### src/rtl/igr_dpm_pkg.sv
// Shared types and parameter defaults for the ingress dirty pod manager.
// pod_t carries one pod: POD_PTRS pointer slots (slot i at ptrs[i]) plus
// the number of valid slots.
package igr_dpm_pkg;

  localparam int unsigned PTR_W      = 20;
  localparam int unsigned POD_PTRS   = 8;
  localparam int unsigned FIFO_DEPTH = 16;
  localparam int unsigned MAX_OUT    = 4;
  localparam int unsigned FLUSH_CYC  = 64;

  localparam int unsigned CNT_W = $clog2(POD_PTRS + 1);

  typedef logic [CNT_W-1:0] pod_cnt_t;

  typedef struct packed {
    logic [POD_PTRS-1:0][PTR_W-1:0] ptrs;
    pod_cnt_t                       cnt;
  } pod_t;

endpackage

### src/rtl/igr_dpm_fifo.sv
// Synchronous show-ahead FIFO of pods.
//   wr_en/wr_data : push (ignored when full)
//   rd_en         : pop (ignored when empty); rd_data shows the head entry
//   full/empty    : derived from the registered level
//   level         : number of queued pods
module igr_dpm_fifo
  import igr_dpm_pkg::*;
#(
  parameter int unsigned DEPTH = FIFO_DEPTH
) (
  input  logic                       clk,
  input  logic                       rst_n,
  input  logic                       wr_en,
  input  pod_t                       wr_data,
  input  logic                       rd_en,
  output pod_t                       rd_data,
  output logic                       full,
  output logic                       empty,
  output logic [$clog2(DEPTH+1)-1:0] level
);

  localparam int unsigned AW = $clog2(DEPTH);
  localparam int unsigned LW = $clog2(DEPTH + 1);

  pod_t          mem [DEPTH];
  logic [AW-1:0] wr_ptr;
  logic [AW-1:0] rd_ptr;
  logic          do_wr;
  logic          do_rd;

  assign full    = (level == LW'(DEPTH));
  assign empty   = (level == '0);
  assign do_wr   = wr_en && !full;
  assign do_rd   = rd_en && !empty;
  assign rd_data = mem[rd_ptr];

  always_ff @(posedge clk) begin
    if (do_wr) mem[wr_ptr] <= wr_data;
  end

  always_ff @(posedge clk or negedge rst_n) begin
    if (!rst_n) begin
      wr_ptr <= '0;
      rd_ptr <= '0;
      level  <= '0;
    end else begin
      if (do_wr) wr_ptr <= wr_ptr + AW'(1);
      if (do_rd) rd_ptr <= rd_ptr + AW'(1);
      case ({do_wr, do_rd})
        2'b10:   level <= level + LW'(1);
        2'b01:   level <= level - LW'(1);
        default: level <= level;
      endcase
    end
  end

endmodule

### src/rtl/igr_dirty_pod_mgr.sv
// Ingress dirty pod manager: packs released dirty segment pointers into
// pods, queues them, and serves one pod per egress request.
//   ptr_valid/ptr/ptr_ready : pointer input handshake
//   pod_req                 : one-cycle request pulse from egress
//   pod_valid               : one-cycle pulse, pod_ptrs/pod_cnt valid (held after)
//   fifo_level              : queued pods
//   err_req_ovf             : sticky, a request arrived with MAX_OUT outstanding
module igr_dirty_pod_mgr #(
  parameter int unsigned PTR_W      = igr_dpm_pkg::PTR_W,
  parameter int unsigned POD_PTRS   = igr_dpm_pkg::POD_PTRS,
  parameter int unsigned FIFO_DEPTH = igr_dpm_pkg::FIFO_DEPTH,
  parameter int unsigned MAX_OUT    = igr_dpm_pkg::MAX_OUT,
  parameter int unsigned FLUSH_CYC  = igr_dpm_pkg::FLUSH_CYC
) (
  input  logic                              clk,
  input  logic                              rst_n,
  input  logic                              ptr_valid,
  input  logic [PTR_W-1:0]                  ptr,
  output logic                              ptr_ready,
  input  logic                              pod_req,
  output logic                              pod_valid,
  output logic [POD_PTRS*PTR_W-1:0]         pod_ptrs,
  output logic [$clog2(POD_PTRS+1)-1:0]     pod_cnt,
  output logic [$clog2(FIFO_DEPTH+1)-1:0]   fifo_level,
  output logic                              err_req_ovf
);

  import igr_dpm_pkg::*;

  localparam int unsigned SW = $clog2(POD_PTRS);
  localparam int unsigned TW = $clog2(FLUSH_CYC);
  localparam int unsigned OW = $clog2(MAX_OUT + 1);

  logic [POD_PTRS-1:0][PTR_W-1:0] stage_ptrs;
  pod_cnt_t                       stage_cnt;
  logic [TW-1:0]                  idle_cnt;
  logic [OW-1:0]                  out_cnt;

  logic accept, last_slot, full_push, flush_push, push;
  logic req_ok, pop;
  logic fifo_full, fifo_empty;
  pod_t push_pod, pop_pod;

  // Only the final slot can stall: earlier slots go to staging, which
  // never pushes except via the idle flush (itself gated on !fifo_full).
  assign last_slot = (stage_cnt == pod_cnt_t'(POD_PTRS - 1));
  assign ptr_ready = !(last_slot && fifo_full);

  always_comb begin
    accept     = ptr_valid && ptr_ready;
    full_push  = accept && last_slot;
    flush_push = !accept && (stage_cnt != '0) &&
                 (idle_cnt == TW'(FLUSH_CYC - 1)) && !fifo_full;
    push       = full_push || flush_push;
    // Staging slots beyond stage_cnt are kept at zero, so a flushed
    // partial pod already has its unused slots cleared.
    push_pod.ptrs = stage_ptrs;
    push_pod.cnt  = stage_cnt;
    if (full_push) begin
      push_pod.ptrs[POD_PTRS-1] = ptr;
      push_pod.cnt              = pod_cnt_t'(POD_PTRS);
    end
    req_ok = pod_req && (out_cnt != OW'(MAX_OUT));
    pop    = (out_cnt != '0) && !fifo_empty;
  end

  igr_dpm_fifo #(
    .DEPTH (FIFO_DEPTH)
  ) u_fifo (
    .clk     (clk),
    .rst_n   (rst_n),
    .wr_en   (push),
    .wr_data (push_pod),
    .rd_en   (pop),
    .rd_data (pop_pod),
    .full    (fifo_full),
    .empty   (fifo_empty),
    .level   (fifo_level)
  );

  always_ff @(posedge clk or negedge rst_n) begin
    if (!rst_n) begin
      stage_ptrs  <= '0;
      stage_cnt   <= '0;
      idle_cnt    <= '0;
      out_cnt     <= '0;
      pod_valid   <= 1'b0;
      pod_ptrs    <= '0;
      pod_cnt     <= '0;
      err_req_ovf <= 1'b0;
    end else begin
      if (push) begin
        stage_ptrs <= '0;
        stage_cnt  <= '0;
      end else if (accept) begin
        stage_ptrs[stage_cnt[SW-1:0]] <= ptr;
        stage_cnt                     <= stage_cnt + pod_cnt_t'(1);
      end

      // Saturates at FLUSH_CYC-1 so a flush blocked by a full FIFO fires
      // as soon as space frees.
      if (accept || push) begin
        idle_cnt <= '0;
      end else if ((stage_cnt != '0) && (idle_cnt != TW'(FLUSH_CYC - 1))) begin
        idle_cnt <= idle_cnt + TW'(1);
      end

      case ({req_ok, pop})
        2'b10:   out_cnt <= out_cnt + OW'(1);
        2'b01:   out_cnt <= out_cnt - OW'(1);
        default: out_cnt <= out_cnt;
      endcase

      if (pod_req && !req_ok) err_req_ovf <= 1'b1;

      pod_valid <= pop;
      if (pop) begin
        pod_ptrs <= pop_pod.ptrs;
        pod_cnt  <= pop_pod.cnt;
      end
    end
  end

endmodule

### config.mk
export PLATFORM = sky130hd
export DESIGN_NAME = igr_dirty_pod_mgr
export DESIGN_NICKNAME = d
export VERILOG_FILES = /design/src/rtl/igr_dpm_pkg.sv /design/src/rtl/igr_dpm_fifo.sv /design/src/rtl/igr_dirty_pod_mgr.sv
export SDC_FILE = /design/constraint.sdc
export NUM_CORES = 2
export LEC_CHECK = 0
export CAP_MARGIN = 10
export CORE_MARGIN = 2
export CORE_UTILIZATION = 40
export CTS_BUF_LIST = sky130_fd_sc_hd__clkbuf_4
export DETAILED_ROUTE_END_ITERATION = 12
export PLACE_DENSITY = 0.66
export RECOVER_POWER = 50
export SETUP_SLACK_MARGIN = 0.02
export SLEW_MARGIN = 20
export SYNTH_ARGS = -nofsm -noshare
export SYNTH_HDL_FRONTEND = slang
export SYNTH_SLANG_ARGS = --single-unit
### constraint.sdc
create_clock -name clk -period 16.9 [get_ports clk]
set_input_delay 3.38 -clock clk [delete_from_list [all_inputs] [get_ports clk]]
set_output_delay 3.38 -clock clk [all_outputs]
set_load 0.005 [all_outputs]
**Word-level counts from Yosys, hierarchy flattened**

Memories as Yosys holds them, arrays and structs flattened. A register that Yosys moved wholly into a read port is not among the register bits.
Index checks and enable logic that the tools add are counted.

- Input bits: 24
- Register bits: 188
- Output and inout bits: 172
- Memory bits (writable): 2624
- Word-level logic and storage cells: 79
- Memories kept: 1

- Add/subtract/negate cells: 8
- Muxes and demuxes: 15
- Reductions and logical operators: 28
- Equal/unequal tests: 9
- $lt $le $gt $ge: 2

Memory list:

| memory | words | width | rd ports | clocked after memory_dff | wr ports | RTL line | RTL |
|---|---|---|---|---|---|---|---|
| u_fifo.mem | 16 | 164 | 1 | 1 | 1 | igr_dpm_fifo.sv:25 | `pod_t mem [DEPTH];` |

Operators by type and width:

| cell | number |
|---|---|
| $mux W160 | 2 |
| $bwmux W160 | 1 |
| $demux W20 S3 | 1 |
| $mux W20 | 2 |
| $logic_and A1 B1 Y1 | 13 |
| $add A4 B1 Y4 const B | 3 |
| $mux W4 | 3 |
| $mux W6 | 2 |
| $pmux W5 S2 | 1 |
| $reduce_bool A2 Y1 | 4 |
| $add A6 B1 Y6 const B | 1 |
| $eq A6 B6 Y1 const B | 1 |
| $logic_not A1 Y1 | 6 |
| $ne A6 B6 Y1 const B | 1 |
| $pmux W3 S2 | 1 |
| $add A5 B1 Y5 const B | 1 |
| $eq A5 B5 Y1 const B | 1 |
| $logic_not A5 Y1 | 1 |
| $sub A5 B1 Y5 const B | 1 |
| $eq A2 B1 Y1 const B | 2 |
| $eq A2 B2 Y1 const B | 2 |
| $eq A4 B3 Y1 const B | 1 |
| $lt A3 B4 Y1 const B | 1 |
| $reduce_bool A4 Y1 | 1 |
| other kinds (7) | 9 |

**Depth between registers and ports, before layout**

- Word-level depth: 12
- Depth in mapped cells: 15
- Mapped depth without buffers: 12

**Hierarchy**

A second synthesis with hierarchy kept.

- Cell total of the unflattened synthesis: 6192
- Area total of the unflattened synthesis: 115381.9 um^2

Modules (own cells, without submodules):

| module | times used | area each (um^2) | cells an instance | sequential area each (um^2) |
|---|---|---|---|---|
| igr_dpm_fifo | 1 | 100974.3 | 4961 | 79120.9 |
| igr_dirty_pod_mgr | 1 | 14407.6 | 1231 | 8483.1 |

**Worst setup path before layout**

No wires, ideal clock.

- Path type: input -> register
- From: input port ptr_valid
- To: memory u_fifo.mem[12][0] (netlist name) (enable)
- Path slack: 0.568 ns
- Arrival time: 15.444 ns
- Stages on the path: 7
- Path buffers: 3
- Cell sequence: clkbuf_1 > o41ai_2 > and2_1 > buf_2 > buf_6 > inv_2 > nor3_1

- Cells in the longest elaborated chain, start to end: 9
- Elaborated cells between the ends (all ways): 10
- Classes of those cells: mux (2); reduce/logical (8)

Ends and longest elaborated chain:

| what | RTL line | RTL |
|---|---|---|
| start: declaration | igr_dirty_pod_mgr.sv:17 | `input logic ptr_valid,` |
| $logic_and A1 B1 Y1 * | igr_dirty_pod_mgr.sv:50 | `accept = ptr_valid && ptr_ready;` |
| $logic_not A1 Y1 | igr_dirty_pod_mgr.sv:52 | `flush_push = !accept && (stage_cnt != '0) &&` |
| $logic_and A1 B1 Y1 (2 in a row) | igr_dirty_pod_mgr.sv:52 |  |
| $logic_and A1 B1 Y1 | igr_dirty_pod_mgr.sv:53 | `(idle_cnt == TW'(FLUSH_CYC - 1)) && !fifo_full;` |
| $logic_or A1 B1 Y1 * | igr_dirty_pod_mgr.sv:54 | `push = full_push \|\| flush_push;` |
| $logic_and A1 B1 Y1 * | igr_dpm_fifo.sv:33 | `assign do_wr = wr_en && !full;` |
| $mux W1 * | igr_dpm_fifo.sv:38 | `if (do_wr) mem[wr_ptr] <= wr_data;` |
| $mux W1 (not written as such) * | igr_dpm_fifo.sv:38 |  |
| end: declaration | igr_dpm_fifo.sv:25 |  |

Every way passes the cells marked *; elsewhere a longest branch is shown, timed or not.

==> run summary <==
status -> finished with violations
violated checks -> capacitance limit, slew limit
Synth Area in Compound Gates -> 4.66%
top cells by area, synth -> edfxtp_1 (69%), mux4_2 (11%), dfrtp_1 (7.7%)
area leader, netlist -> edfxtp_1
Post-Syn Instances -> 5752
vias in the first global route -> 62554
layout cell share with drive strength beyond 1 -> 27.9%
hold path start -> err_req_ovf$_DFFE_PN0P_
first-pass GRT wire length -> 423 mm
Critical path origin -> u_fifo.rd_ptr[0]$_DFFE_PN0P_
GRT Residual Overflow -> 0
area grow syn2layout -> 13.4%
largest net degree at the start of global routing -> 142
Num Clock Sinks -> 2976
initial antenna violation count -> 16
Max clock buf depth -> 4
Post-Syn Nets -> 5791
CTS root buf -> clkbuf_4
Crit path top cell by count -> clkbuf_1
post-CTS resize count -> 0
fin cells -> 10797
Setup violations, final -> 0
main combinational cell family by area after synthesis -> multiplexers
hold endpoint -> err_req_ovf$_DFFE_PN0P_
Final nets -> 6470
DR iter-0 viols -> 6477
Post-synth top flop -> edfxtp_1
Crit Path Max Fanout -> 103
Fmax achieved -> 91.8 MHz
Routability Congestion -> 0.770
synth warn -> 0
crit path capture type -> flip-flop
htree depth -> 6
Most Crowded Layer GR -> met2
Hold-fix buffers, CTS -> 0
io pins -> 196
crit-path cells -> clkbuf_1 > buf_12 > clkbuf_1 > mux4_2 > nor2b_1 > o31a_1 > a22o_1
Max Cap Viol -> 16
Final ANT Viol Nets -> 0
CP required -> 18.17 ns
Seq cells post-synth -> 2976
slowest cell on the critical path -> clkbuf_1
grt met1 use -> 26.3%
TritonRoute pass-1 iters -> 6
register area share after synthesis -> 76.5%
Post-synth EDFFs -> 2624
Die ar. -> 291000 um2
post-placement cell count -> 9445
Die X -> 539 um
CP Launch Type -> flip-flop
TritonCTS clock tree -> yes
Synth Area per Inst -> 19.9 um2
WHS Path Cells -> 1
Starting Density -> 40.2%
relative slew slack -> -299%
worst r2r dst -> pod_ptrs[24]$_DFFE_PN0P_
# port buffers -> 195
Reg clk slew, reported paths -> 0.07 ns
WS Path Type -> flip-flop to flip-flop
Tightest Hold Check Type -> flip-flop to flip-flop
Final min period -> 10.89 ns
global-route usage over all layers -> 19.7%
pin slew with the least headroom to its limit -> 5.99 ns
Post-Synth Adder-Cell Area -> 0.177%
Worst EP arrival -> 12.16 ns
skew final -> 0.122 ns
core area -> 285000 um2
post-synth top area share -> 68.8%
GRT met3 Usage -> 4.51%
Netlist cell types -> 59
Row Count -> 196
total power divided by cell area -> 175 nW/um2
RSZ-0062 raised after global routing -> false
final WL -> 291 mm
period utilisation layout -> 64.5%
multiplexer area fraction after synthesis -> 13.9%
peak supply drop -> 0.151 mV
Routed wire per std cell -> 26.9 um
residual DRC count -> 0
Vias/cell -> 5.61
asr flop ratio synth -> 11.8%
Final Hold Vio Count -> 0
die height -> 539 um
vias -> 60539
Crit path largest cell delay -> 3.10 ns
DP HPWL -> 152 mm
R2R depth -> 7
met2 Use GR -> 31.5%
Fin Setup TNS -> 0 ns
Worst-Skew Late Latency -> 1.42 ns
setup bufs post-CTS -> 0
Synth Cell Area -> 115000 um2
flop-to-flop setup slack -> 6.01 ns
xor-xnor portion of the synthesized cell area -> 0.130%
LEAKAGE -> 43.7 nW
Inserted Clock Buffers -> 744
post-synthesis simple-gate area fraction -> 2.60%
max-slew violations -> 809
Reg-to-Reg Start -> u_fifo.rd_ptr[0]$_DFFE_PN0P_
[cell usage in the layout, fill, tap and decap left out, types with 31 or more instances in the layout]
cell / synthesis / routed
a211oi_1: 66 / 66
dfrtp_1: 352 / 349
mux2i_1: 307 / 307
nor2b_1: 152 / 148
clkdlybuf4s50_1: 0 / 192
clkinv_1: 0 / 126
o21ai_0: 88 / 101
o31ai_1: 63 / 63
mux4_2: 535 / 535
o21ai_1: 44 / 31
nand2_1: 296 / 294
a22o_1: 48 / 48
edfxtp_1: 2624 / 2624
nand3_1: 85 / 85
o221ai_1: 106 / 106
mux2_2: 68 / 48
clkbuf_4: 0 / 1164
a211o_1: 38 / 38
a21oi_1: 266 / 266
o22ai_1: 62 / 62
buf_4: 35 / 106
[per-stage QoR]
| step | power, mW | setup slack (ns) | area [um2] | hold slack (ns) | utilization [%] |
|---|---|---|---|---|---|
| floorplan | 14.4 | 0.568 | 115000 | 0.466 | - |
| global route | 23.8 | 5.14 | 130000 | 0.517 | 45.6 |
| CTS | 22.9 | 9.26 | 130000 | 0.485 | 45.6 |
| finish | 22.7 | 6.01 | 130000 | 0.478 | 45.6 |
| global placement | 16.6 | 7.82 | 120000 | 0.460 | 42.2 |
| detailed placement | 16.8 | 7.76 | 120000 | 0.465 | 42.2 |
[sequential cells by signal, summed over array words and instances, names as in the netlist]
signal         cells
u_fifo.wr_ptr      4
stage_cnt          4
err_req_ovf        1
pod_valid          1
out_cnt            3
pod_cnt            4
push_pod         140
idle_cnt           6
u_fifo.mem      2624
u_fifo.level       5
pod_ptrs         160
stage_ptrs        20
u_fifo.rd_ptr      4
[how the worst max path moves through the flow]
stage,endpoint
2_1_floorplan,u_fifo.mem[12][0]$_DFFE_PP_
3_3_place_gp,u_fifo.mem[4][74]$_DFFE_PP_
3_5_place_dp,u_fifo.mem[4][74]$_DFFE_PP_
4_1_cts,u_fifo.mem[4][27]$_DFFE_PP_
5_1_grt,pod_ptrs[86]$_DFFE_PN0P_
6_report,pod_ptrs[24]$_DFFE_PN0P_
[worst max-delay path, delay by kind of cell, from the launching register on]
family,cells,cell delay [ns]
AND/OR/NAND/NOR,1,0.15
AO/OA/AOI/OAI,2,0.54
multiplexers,1,0.77
buffers and inverters,3,6.77
flip-flops,1,2.34
[synthesized netlist by cell type (16+ instances only)]
cell type	number
a211oi_1	66
dfrtp_1	352
a21oi_1	266
buf_4	35
edfxtp_1	2624
nor2b_1	152
o21ai_1	44
o21ai_0	88
buf_2	110
nand2_1	296
mux2i_1	307
buf_6	71
o22ai_1	62
and3_1	16
mux4_2	535
o31ai_1	63
nand3_1	85
buf_1	30
clkbuf_1	140
o221ai_1	106
a211o_1	38
mux2_2	68
a22o_1	48
nor2_1	23
[cell type report]
cell class | count | area, um2
Clock inverter | 173 | 1050
Inverter | 15 | 56.3
Tap cell | 3762 | 4710
Clock buffer | 1164 | 8740
Antenna cell | 13 | 32.5
Timing Repair Buffer | 325 | 3040
Fill cell | 24178 | 155000
Multi-Input combinational cell | 2369 | 24700
Sequential cell | 2976 | 87600
[power breakdown]
part           switching [mW]  internal (mW)
clock network            2.83           3.32
logic                    3.37           2.77
registers                1.11           9.33
total                    7.31           15.4
[layer usage]
| layer | wire length, um | share of wire [%] |
|---|---|---|
| met2 | 140000 | 48 |
| met5 | 87 | 0.030 |
| met3 | 24500 | 8.4 |
| met4 | 9520 | 3.3 |
| met1 | 117000 | 40 |
[kinds of logic (layout without fill, tap and decap cells)]
logic type | count (synthesis) | after routing
AOI/OAI and AO/OA | 811 | 811
xor gates and xnor gates | 17 | 17
other | 0 | 13
muxes | 910 | 910
DFF | 2976 | 2976
buffers and inverters | 407 | 1677
adders and majority gates | 15 | 15
and+or+nand+nor | 616 | 616
No activity file was read; power rests on OpenSTA's default activity.
